$ cat config.mk
export PLATFORM = sky130hd
export DESIGN_NAME = hazard_ctrl
export DESIGN_NICKNAME = d
export VERILOG_FILES = /design/src/rtl/cpu_pkg.sv /design/src/rtl/hazard_perf_cnt.sv /design/src/rtl/hazard_ctrl.sv
export SDC_FILE = /design/constraint.sdc
export NUM_CORES = 1
export LEC_CHECK = 0
export ABC_CLOCK_PERIOD_IN_PS = 2400
export CORE_MARGIN = 10
export CORE_UTILIZATION = 45
export DETAILED_ROUTE_END_ITERATION = 16
export DONT_BUFFER_PORTS = 1
export PLACE_DENSITY_LB_ADDON = 0.05
export SLEW_MARGIN = 0
export SYNTH_ARGS = -nofsm -noshare
export SYNTH_HDL_FRONTEND = slang
export SYNTH_SLANG_ARGS = --single-unit
$ cat constraint.sdc
create_clock -name clk_i -period 2.4 [get_ports clk_i]
set_input_delay 0.72 -clock clk_i [delete_from_list [all_inputs] [get_ports clk_i]]
set_output_delay 0.72 -clock clk_i [all_outputs]
set_load 0.05 [all_outputs]
$ cat src/rtl/cpu_pkg.sv
// Shared CPU definitions used by the hazard controller and its helpers.
//   - hz_state_e   : hazard-controller state encodings (2-bit)
//   - REG_ZERO     : architectural zero register address
//   - ID/EX control field widths, so a bubble (all control bits zero) stays
//     the same width as the real ID/EX control bundle
//   - is_load_use  : load-use hazard detection helper
package cpu_pkg;

  typedef enum logic [1:0] {
    HZ_RUN        = 2'd0,
    HZ_LOAD_STALL = 2'd1,
    HZ_MEM_WAIT   = 2'd2
  } hz_state_e;

  localparam logic [4:0] REG_ZERO = 5'd0;

  // ID/EX control bundle layout: EX (RegDst, ALUOp[1:0], ALUSrc),
  // M (MemRead, MemWrite, Branch), WB (RegWrite, MemtoReg).
  localparam int EX_CTRL_W    = 4;
  localparam int M_CTRL_W     = 3;
  localparam int WB_CTRL_W    = 2;
  localparam int ID_EX_CTRL_W = EX_CTRL_W + M_CTRL_W + WB_CTRL_W;
  localparam logic [ID_EX_CTRL_W-1:0] ID_EX_BUBBLE = '0;

  // A load in ID/EX whose destination feeds the instruction in ID.
  // rt only counts when the ID instruction actually reads it; $zero never
  // creates a dependency.
  function automatic logic is_load_use(
    input logic       ex_mem_read,
    input logic [4:0] ex_rt,
    input logic [4:0] id_rs,
    input logic [4:0] id_rt,
    input logic       id_uses_rt
  );
    return ex_mem_read && (ex_rt != REG_ZERO) &&
           ((ex_rt == id_rs) || (id_uses_rt && (ex_rt == id_rt)));
  endfunction

endpackage

$ cat src/rtl/hazard_perf_cnt.sv
// Performance counters for the hazard controller.
// Ports:
//   clk_i, rst_n_i  clock / asynchronous active-low reset
//   stall_i         this cycle the PC did not advance
//   flush_i         this cycle IF/ID was flushed
//   stall_cnt_o     wrapping count of stall cycles
//   flush_cnt_o     wrapping count of flush cycles
module hazard_perf_cnt (
  input  logic        clk_i,
  input  logic        rst_n_i,
  input  logic        stall_i,
  input  logic        flush_i,
  output logic [31:0] stall_cnt_o,
  output logic [31:0] flush_cnt_o
);

  always_ff @(posedge clk_i or negedge rst_n_i) begin
    if (!rst_n_i) begin
      stall_cnt_o <= '0;
      flush_cnt_o <= '0;
    end else begin
      if (stall_i) stall_cnt_o <= stall_cnt_o + 32'd1;
      if (flush_i) flush_cnt_o <= flush_cnt_o + 32'd1;
    end
  end

endmodule

$ cat src/rtl/hazard_ctrl.sv
// ID-side hazard controller for the ID/EX pipeline register. Each cycle it
// chooses between advancing, inserting a bubble, flushing IF/ID, or freezing
// the whole pipe on data-memory wait states.
// Optional feature macro: HAZARD_PERF_CNT_EN adds stall_cnt_o / flush_cnt_o.
// Ports:
//   clk_i, rst_n_i                       clock / async active-low reset
//   IF_ID_RSaddr_i, IF_ID_RTaddr_i       source regs of the ID instruction
//   uses_rt_i                            ID instruction reads rt
//   ID_EX_MemRead_i, ID_EX_RTaddr_i      load info latched in ID/EX
//   branch_taken_i                       branch resolved taken in ID
//   mem_req_i, mem_ready_i               data-memory handshake in MEM
//   pc_write_o, if_id_write_o            PC / IF-ID enables
//   if_id_flush_o, id_ex_bubble_o        IF/ID NOP, ID/EX zero controls
//   pipe_hold_o                          ID/EX, EX/MEM, MEM/WB hold
//   timeout_o                            sticky memory-timeout flag
//   state_o                              current FSM state (debug)
//   stall_cnt_o, flush_cnt_o             perf counters (macro only)
// Handshake: the memory stage is waiting whenever mem_req_i=1 and
// mem_ready_i=0; a cycle with mem_ready_i=1 completes the access and the
// pipe advances in that same cycle.
module hazard_ctrl
  import cpu_pkg::*;
#(
  parameter int unsigned LOAD_LAT = 1,
  parameter int unsigned TIMEOUT  = 255
) (
  input  logic        clk_i,
  input  logic        rst_n_i,
  input  logic [4:0]  IF_ID_RSaddr_i,
  input  logic [4:0]  IF_ID_RTaddr_i,
  input  logic        uses_rt_i,
  input  logic        ID_EX_MemRead_i,
  input  logic [4:0]  ID_EX_RTaddr_i,
  input  logic        branch_taken_i,
  input  logic        mem_req_i,
  input  logic        mem_ready_i,
  output logic        pc_write_o,
  output logic        if_id_write_o,
  output logic        if_id_flush_o,
  output logic        id_ex_bubble_o,
  output logic        pipe_hold_o,
  output logic        timeout_o,
`ifdef HAZARD_PERF_CNT_EN
  output logic [31:0] stall_cnt_o,
  output logic [31:0] flush_cnt_o,
`endif
  output logic [1:0]  state_o
);

  localparam logic [2:0] LD_INIT   = 3'(LOAD_LAT - 1);
  localparam logic [7:0] TIMEOUT_V = 8'(TIMEOUT);

  hz_state_e  state_q, state_d;
  hz_state_e  saved_q, saved_d;   // state to resume after a memory wait
  hz_state_e  cur_state;          // state whose rules apply when not frozen
  logic [2:0] ld_q, ld_d;
  logic [7:0] wait_q, wait_d;
  logic       timeout_q;
  logic       timeout_now;
  logic       load_use;
  logic       mem_wait;

  assign load_use = is_load_use(ID_EX_MemRead_i, ID_EX_RTaddr_i,
                                IF_ID_RSaddr_i, IF_ID_RTaddr_i, uses_rt_i);
  assign mem_wait = mem_req_i & ~mem_ready_i;

  // In MEM_WAIT the released cycle already behaves like the saved state.
  assign cur_state = (state_q == HZ_MEM_WAIT) ? saved_q : state_q;

  assign timeout_now = (state_q == HZ_MEM_WAIT) && mem_wait && (wait_q == TIMEOUT_V);

  // State register
  always_ff @(posedge clk_i or negedge rst_n_i) begin
    if (!rst_n_i) begin
      state_q   <= HZ_RUN;
      saved_q   <= HZ_RUN;
      ld_q      <= '0;
      wait_q    <= '0;
      timeout_q <= 1'b0;
    end else begin
      state_q   <= state_d;
      saved_q   <= saved_d;
      ld_q      <= ld_d;
      wait_q    <= wait_d;
      timeout_q <= timeout_q | timeout_now;
    end
  end

  // Next-state logic
  always_comb begin
    state_d = state_q;
    saved_d = saved_q;
    ld_d    = ld_q;
    wait_d  = wait_q;
    if (state_q == HZ_MEM_WAIT && mem_wait) begin
      if (wait_q != TIMEOUT_V) wait_d = wait_q + 8'd1;
    end else if (mem_wait) begin
      // Entering a wait from RUN or LOAD_STALL; ld_cnt is left untouched.
      state_d = HZ_MEM_WAIT;
      saved_d = cur_state;
      wait_d  = 8'd1;
    end else begin
      state_d = cur_state;
      wait_d  = '0;
      case (cur_state)
        HZ_RUN: begin
          // A taken branch squashes the consumer, so no stall is started.
          if (!branch_taken_i && load_use && (LOAD_LAT > 1)) begin
            state_d = HZ_LOAD_STALL;
            ld_d    = LD_INIT;
          end
        end
        HZ_LOAD_STALL: begin
          if (ld_q <= 3'd1) begin
            state_d = HZ_RUN;
            ld_d    = '0;
          end else begin
            ld_d = ld_q - 3'd1;
          end
        end
        default: state_d = HZ_RUN;
      endcase
    end
  end

  // Output decode (Mealy)
  always_comb begin
    pc_write_o     = 1'b0;
    if_id_write_o  = 1'b0;
    if_id_flush_o  = 1'b0;
    id_ex_bubble_o = 1'b0;
    pipe_hold_o    = 1'b0;
    if (!rst_n_i) begin
      if_id_flush_o  = 1'b1;
      id_ex_bubble_o = 1'b1;
    end else if (mem_wait) begin
      pipe_hold_o = 1'b1;
    end else begin
      case (cur_state)
        HZ_RUN: begin
          if (branch_taken_i) begin
            if_id_flush_o = 1'b1;
            pc_write_o    = 1'b1;
            if_id_write_o = 1'b1;
          end else if (load_use) begin
            id_ex_bubble_o = 1'b1;
          end else begin
            pc_write_o    = 1'b1;
            if_id_write_o = 1'b1;
          end
        end
        HZ_LOAD_STALL: id_ex_bubble_o = 1'b1;
        default:       pipe_hold_o    = 1'b1;
      endcase
    end
  end

  assign timeout_o = rst_n_i & (timeout_q | timeout_now);
  assign state_o   = state_q;

`ifdef HAZARD_PERF_CNT_EN
  hazard_perf_cnt u_perf (
    .clk_i       (clk_i),
    .rst_n_i     (rst_n_i),
    .stall_i     (~pc_write_o),
    .flush_i     (if_id_flush_o),
    .stall_cnt_o (stall_cnt_o),
    .flush_cnt_o (flush_cnt_o)
  );
`endif

endmodule
After elaboration in Yosys (flattened, before gate mapping)
Index checks and enable logic that the tools add are counted.
Storage, ports and cells
  word-level logic and storage cells: 57
  bits in writable memories: 0
  memories: 0
  register bits: 16
  bits in latches: 0
  memory bits (read-only): 0
  output and inout port bits: 8
  input bits: 22
Operators by class
  mux-type cells: 25
  $lt $le $gt $ge: 1
  bitwise logic cells: 6
  multiply operators: 0
  $add $sub $neg: 2
  shift operators: 0
  equality and inequality tests: 7
  reduce and logical (&&, ||, !) cells: 11
  divide/modulo/power cells: 0
Operators by type and width (count)
  two-way mux 1 bit: 17
  two-way mux 8 bit: 2
  == test 5 bit: 2
  adder 8 x 1 -> 8 bit (second input constant): 1
  == test 8 bit (second input constant): 1
  != test 8 bit (second input constant): 1
  two-way mux 2 bit: 3
  logical AND 1 bit: 5
  nonzero test 5 bit: 1
  one-hot mux 2 bit (2 select lines): 1
  <= comparator 3 x 1 -> 1 bit (second input constant): 1
  two-way mux 3 bit: 1
  inverter 1 bit: 3
  AND reduction 3 bit: 1
  subtractor 3 x 1 -> 3 bit (second input constant): 1
  AND 1 bit: 2
  == test 2 x 1 -> 1 bit (second input constant): 1
  == test 2 bit (second input constant): 1
  logical NOT 2 bit: 1
  != test 2 x 1 -> 1 bit (second input constant): 1
  one-hot mux 1 bit (2 select lines): 1
  AND reduction 2 bit: 1
  OR reduction 2 bit: 1
  logical OR 1 bit: 1
  bitwise OR 1 bit: 1

Logic depth before layout (Yosys ltp)
  depth after elaboration: 9
  mapped depth: 5

Worst setup path after synthesis
OpenSTA, ideal clock, no wires.
  path kind: input to output
  start point: input port ID_EX_RTaddr_i[3]
  end point: output port id_ex_bubble_o
  required time: 1.680 ns
  data arrival time: 2.372 ns
  cell stages on the path: 4
  setup slack: -0.692 ns
  cell sequence: xor2_1 nor4_2 a32oi_1 o21ai_0
Between the ends
  longest elaborated chain between the ends: 9
RTL lines
  start: declaration: line hazard_ctrl.sv:33  | input logic [4:0] ID_EX_RTaddr_i,
  == test 5 bit: line cpu_pkg.sv:36  | ((ex_rt == id_rs) || (id_uses_rt && (ex_rt == id_rt)));
  logical AND 1 bit: line cpu_pkg.sv:36
  logical OR 1 bit: line cpu_pkg.sv:36
  logical AND 1 bit *: line cpu_pkg.sv:35  | return ex_mem_read && (ex_rt != REG_ZERO) &&
  two-way mux 1 bit *: line hazard_ctrl.sv:145  | end else if (load_use) begin
  two-way mux 1 bit *: line hazard_ctrl.sv:141  | if (branch_taken_i) begin
  one-hot mux 1 bit (2 select lines) *: line hazard_ctrl.sv:139  | case (cur_state)
  two-way mux 1 bit *: line hazard_ctrl.sv:136  | end else if (mem_wait) begin
  two-way mux 1 bit *: line hazard_ctrl.sv:133  | if (!rst_n_i) begin
  end: declaration: line hazard_ctrl.sv:40  | output logic id_ex_bubble_o,
Mark *: on every way between the ends. The rest lies on a longest branch, timed or not.

Worst setup path in the final report
  start point: input port ID_EX_RTaddr_i[3]
  end point: output port pc_write_o
Between the ends
  longest elaborated chain between the ends: 9
RTL lines
  == test 5 bit: line cpu_pkg.sv:36
  logical AND 1 bit: line cpu_pkg.sv:36
  logical OR 1 bit: line cpu_pkg.sv:36
  logical AND 1 bit *: line cpu_pkg.sv:35
  two-way mux 1 bit *: line hazard_ctrl.sv:145
  two-way mux 1 bit *: line hazard_ctrl.sv:141
  two-way mux 1 bit *: line hazard_ctrl.sv:139
  two-way mux 1 bit *: line hazard_ctrl.sv:136
  two-way mux 1 bit *: line hazard_ctrl.sv:133
  end: declaration: line hazard_ctrl.sv:37  | output logic pc_write_o,
Marked as above.

==> out/results.tsv <==
stage	metric	value	unit
run_status	status	finished, violations left	
run_status	failing checks	setup timing	
synth	Synth top area share	42.0	%
synth	#FFs+latches synth	16	
synth	syn_nets	129	
synth	distinct cell type count after synthesis	33	
sta	Hold Vio Cnt, Final	0	
floorplan	Die W	66.0	µm
clock_network	CTS sink count	16	
synth	cells after synthesis	105	
synth	Post-Syn Area	953	µm²
grt	first-pass GRT wire length	3800	µm
clock_network	Post-CTS Hold Fix Bufs	0	
sta	Final Max Tran Viols	0	
clock_network	Worst-path clk slew	90	ps
power	peak supply drop	298	µV
layout	# diodes	0	
sta	Tmin final	2530	ps
layout	Final nets	151	
clock_network	number of buffers created by CTS	3	
clock_network	Root Driver	clkbuf_4	
synth	synthesized area per cell	9.08	µm²
place	gpl congestion	0.688	
clock_network	CTS tree	done	
floorplan	Chip Height	66.0	µm
power	leak pwr	0.576	nW
critical_path	CP Capture Type	output port	
grt	remaining global-route overflow	0	
sta	Tcrit/Tclk final	105	%
clock_network	CTS HTree Levels	1	
grt	largest net degree at the start of global routing	22	
sta	Setup violations, final	3	
routing	Vias	792	
synth	Synth area leader	dfrtp_1	
grt	antenna violations before repair	0	
floorplan	Initial Util	48.1	%
sta	Final Skew	5.67	ps
clock_network	clk buf depth	2	
floorplan	Core Area	0.00198	mm²
critical_path	crit path max fanout	3	
layout	P&R area growth vs syn	29.5	%
critical_path	worst r2r path cells	6	
critical_path	CP Launch Type	input port	
synth	top post-synthesis cells by area	dfrtp_1, xor2_1, nor2_1	
routing	drt first pass iters	4	
place	I/O Buffers	0	
power	Cell Pwr Density	408	mW/mm²
synth	dominant synthesized flop cell	dfrtp_1	
sta	RSZ-0062 raised after global routing	true	
routing	post-route ant nets	0	
grt	vias in the first global route	883	
critical_path	Setup CP Type	input port to output port	
synth	Seq/Total Area, Yosys	42.0	%
floorplan	# rows	16	
run	maxcap violations	0	
synth	Synth warnings	0	
floorplan	DIE AREA	0.00436	mm²
critical_path	Critical Path RT	1680	ps
place	pre-CTS setup slack	-141	ps
sta	Max Fclk	395	MHz
critical_path	Critical Path AT	1810	ps
routing	vias per inst	5.21	
grt	Global Route Usage Sum	10.8	%
routing	Total Wirelength	2150	µm
sta	PnR worst setup slack	-131	ps
power	total power	0.503	mW
place	hpwl dp	1650	µm
sta	Worst-Margin Slew	330	ps
synth	Post-synth EDFFs	0	
routing	WL per Instance	14.1	µm
synth	fraction of registers with async set/reset	100	%
sta	worst hold slack	122	ps
routing	DR iter-0 viols	64	
clock_network	clock network latency to the later pin of the worst-skew pair	280	ps
layout	layout cells sized above 1	27.2	%
sta	worst rel slew slack	77.9	%
min_path	HP Class	input port to asynchronous set/reset pin	
routing	Remaining DRCs	0	
floorplan	I/O pin total	30	
routing by layer:
layer  share of wire (%)  track usage [%]  up-vias
met2                  54             19.6        7
met4                0.42             3.14        0
met3                 4.4             4.41        2
met1                  41             11.2      380
met5                   0                0        -
li1                    -                -      403
state kept, by name (all words and copies together) (netlist names):
signal,flops
wait_q,8
ld_q,3
saved_q,2
state_o,2
timeout_q,1
final timing paths:
kind | start | to | slack (ps)
hold / removal | rst_n_i | wait_q[7] | 120
hold reg to reg | timeout_q | timeout_q | 480
setup reg to reg | state_o[1] | ld_q[2] | 870
max in group asynchronous | rst_n_i | ld_q[2] | 2200
min in group clk_i | timeout_q | timeout_q | 480
setup / recovery | ID_EX_RTaddr_i[3] | pc_write_o | -130
repair_timing:
action | CTS | global route
cloned | 0 | 0
setup buffers | 2 | 2
pin swaps | 2 | 2
setup endpoints to repair | 4 | 4
resized for setup | 4 | 1
cells in the mapped netlist (all sizes together) (2+ instances only):
cell / number
dfrtp: 16
o21ai: 5
a21oi: 7
mux2i: 2
nand4: 2
o21a: 2
nor2: 14
nand3: 3
inv: 4
nand2b: 3
nand2: 10
xor2: 10
and2: 3
ha: 2
nor3: 5
and3: 2
nor2b: 2
worst max-delay path, cell delays in order:
cell     delay (ps)
xor2_1          150
nor4_2          250
a32oi_1         170
o311a_4         360
buf_12          160
report_power, final:
part,leakage (nW),internal (mW),total [mW],switching [mW]
Clock,0.0138,0.0581,0.137,0.0792
Combinational,0.342,0.0434,0.0921,0.0486
Sequential,0.220,0.272,0.274,0.00175
Total,0.576,0.374,0.503,0.130
cells by family (layout without fill, tap and decap cells):
kind of cell | count (synthesis) | after routing | synth area share (%)
compound gates | 18 | 18 | 11.9
xor+xnor | 11 | 11 | 10.1
fa+ha+maj | 2 | 2 | 2.62
buf+inv | 5 | 25 | 2.36
flops | 16 | 16 | 42.0
mux | 3 | 3 | 3.28
simple gates | 50 | 50 | 27.7
stage by stage:
stage	utilization [%]	area [µm²]	TNS (ps)	instances
after global placement	58.6	1160	-363	145
after floorplan	-	972	-300	105
final	62.3	1230	-364	152
after detailed placement	58.6	1160	-403	145
after global routing	62.3	1230	-512	152
after CTS	61.4	1220	-369	150
cells in the final DEF, fill, tap and decap left out, types with 3 or more instances in the layout:
cell / Yosys / routed
nand3_1: 3 / 3
clkbuf_4: 0 / 3
nand2_1: 10 / 10
nor2_1: 13 / 12
nor3_1: 5 / 5
o21ai_0: 5 / 4
inv_1: 4 / 4
xor2_1: 10 / 10
buf_4: 1 / 13
buf_12: 0 / 5
dfrtp_1: 16 / 16
a21oi_1: 6 / 6
area by class of cell:
cell class | count | area, µm²
Clock buffer | 3 | 22.5
Fill cell | 181 | 747
Inverter | 4 | 15.0
Multi-Input combinational cell | 84 | 566
Sequential cell | 16 | 400
Tap cell | 27 | 33.8
Timing Repair Buffer | 18 | 198
No activity file was read; power rests on OpenSTA's default activity.
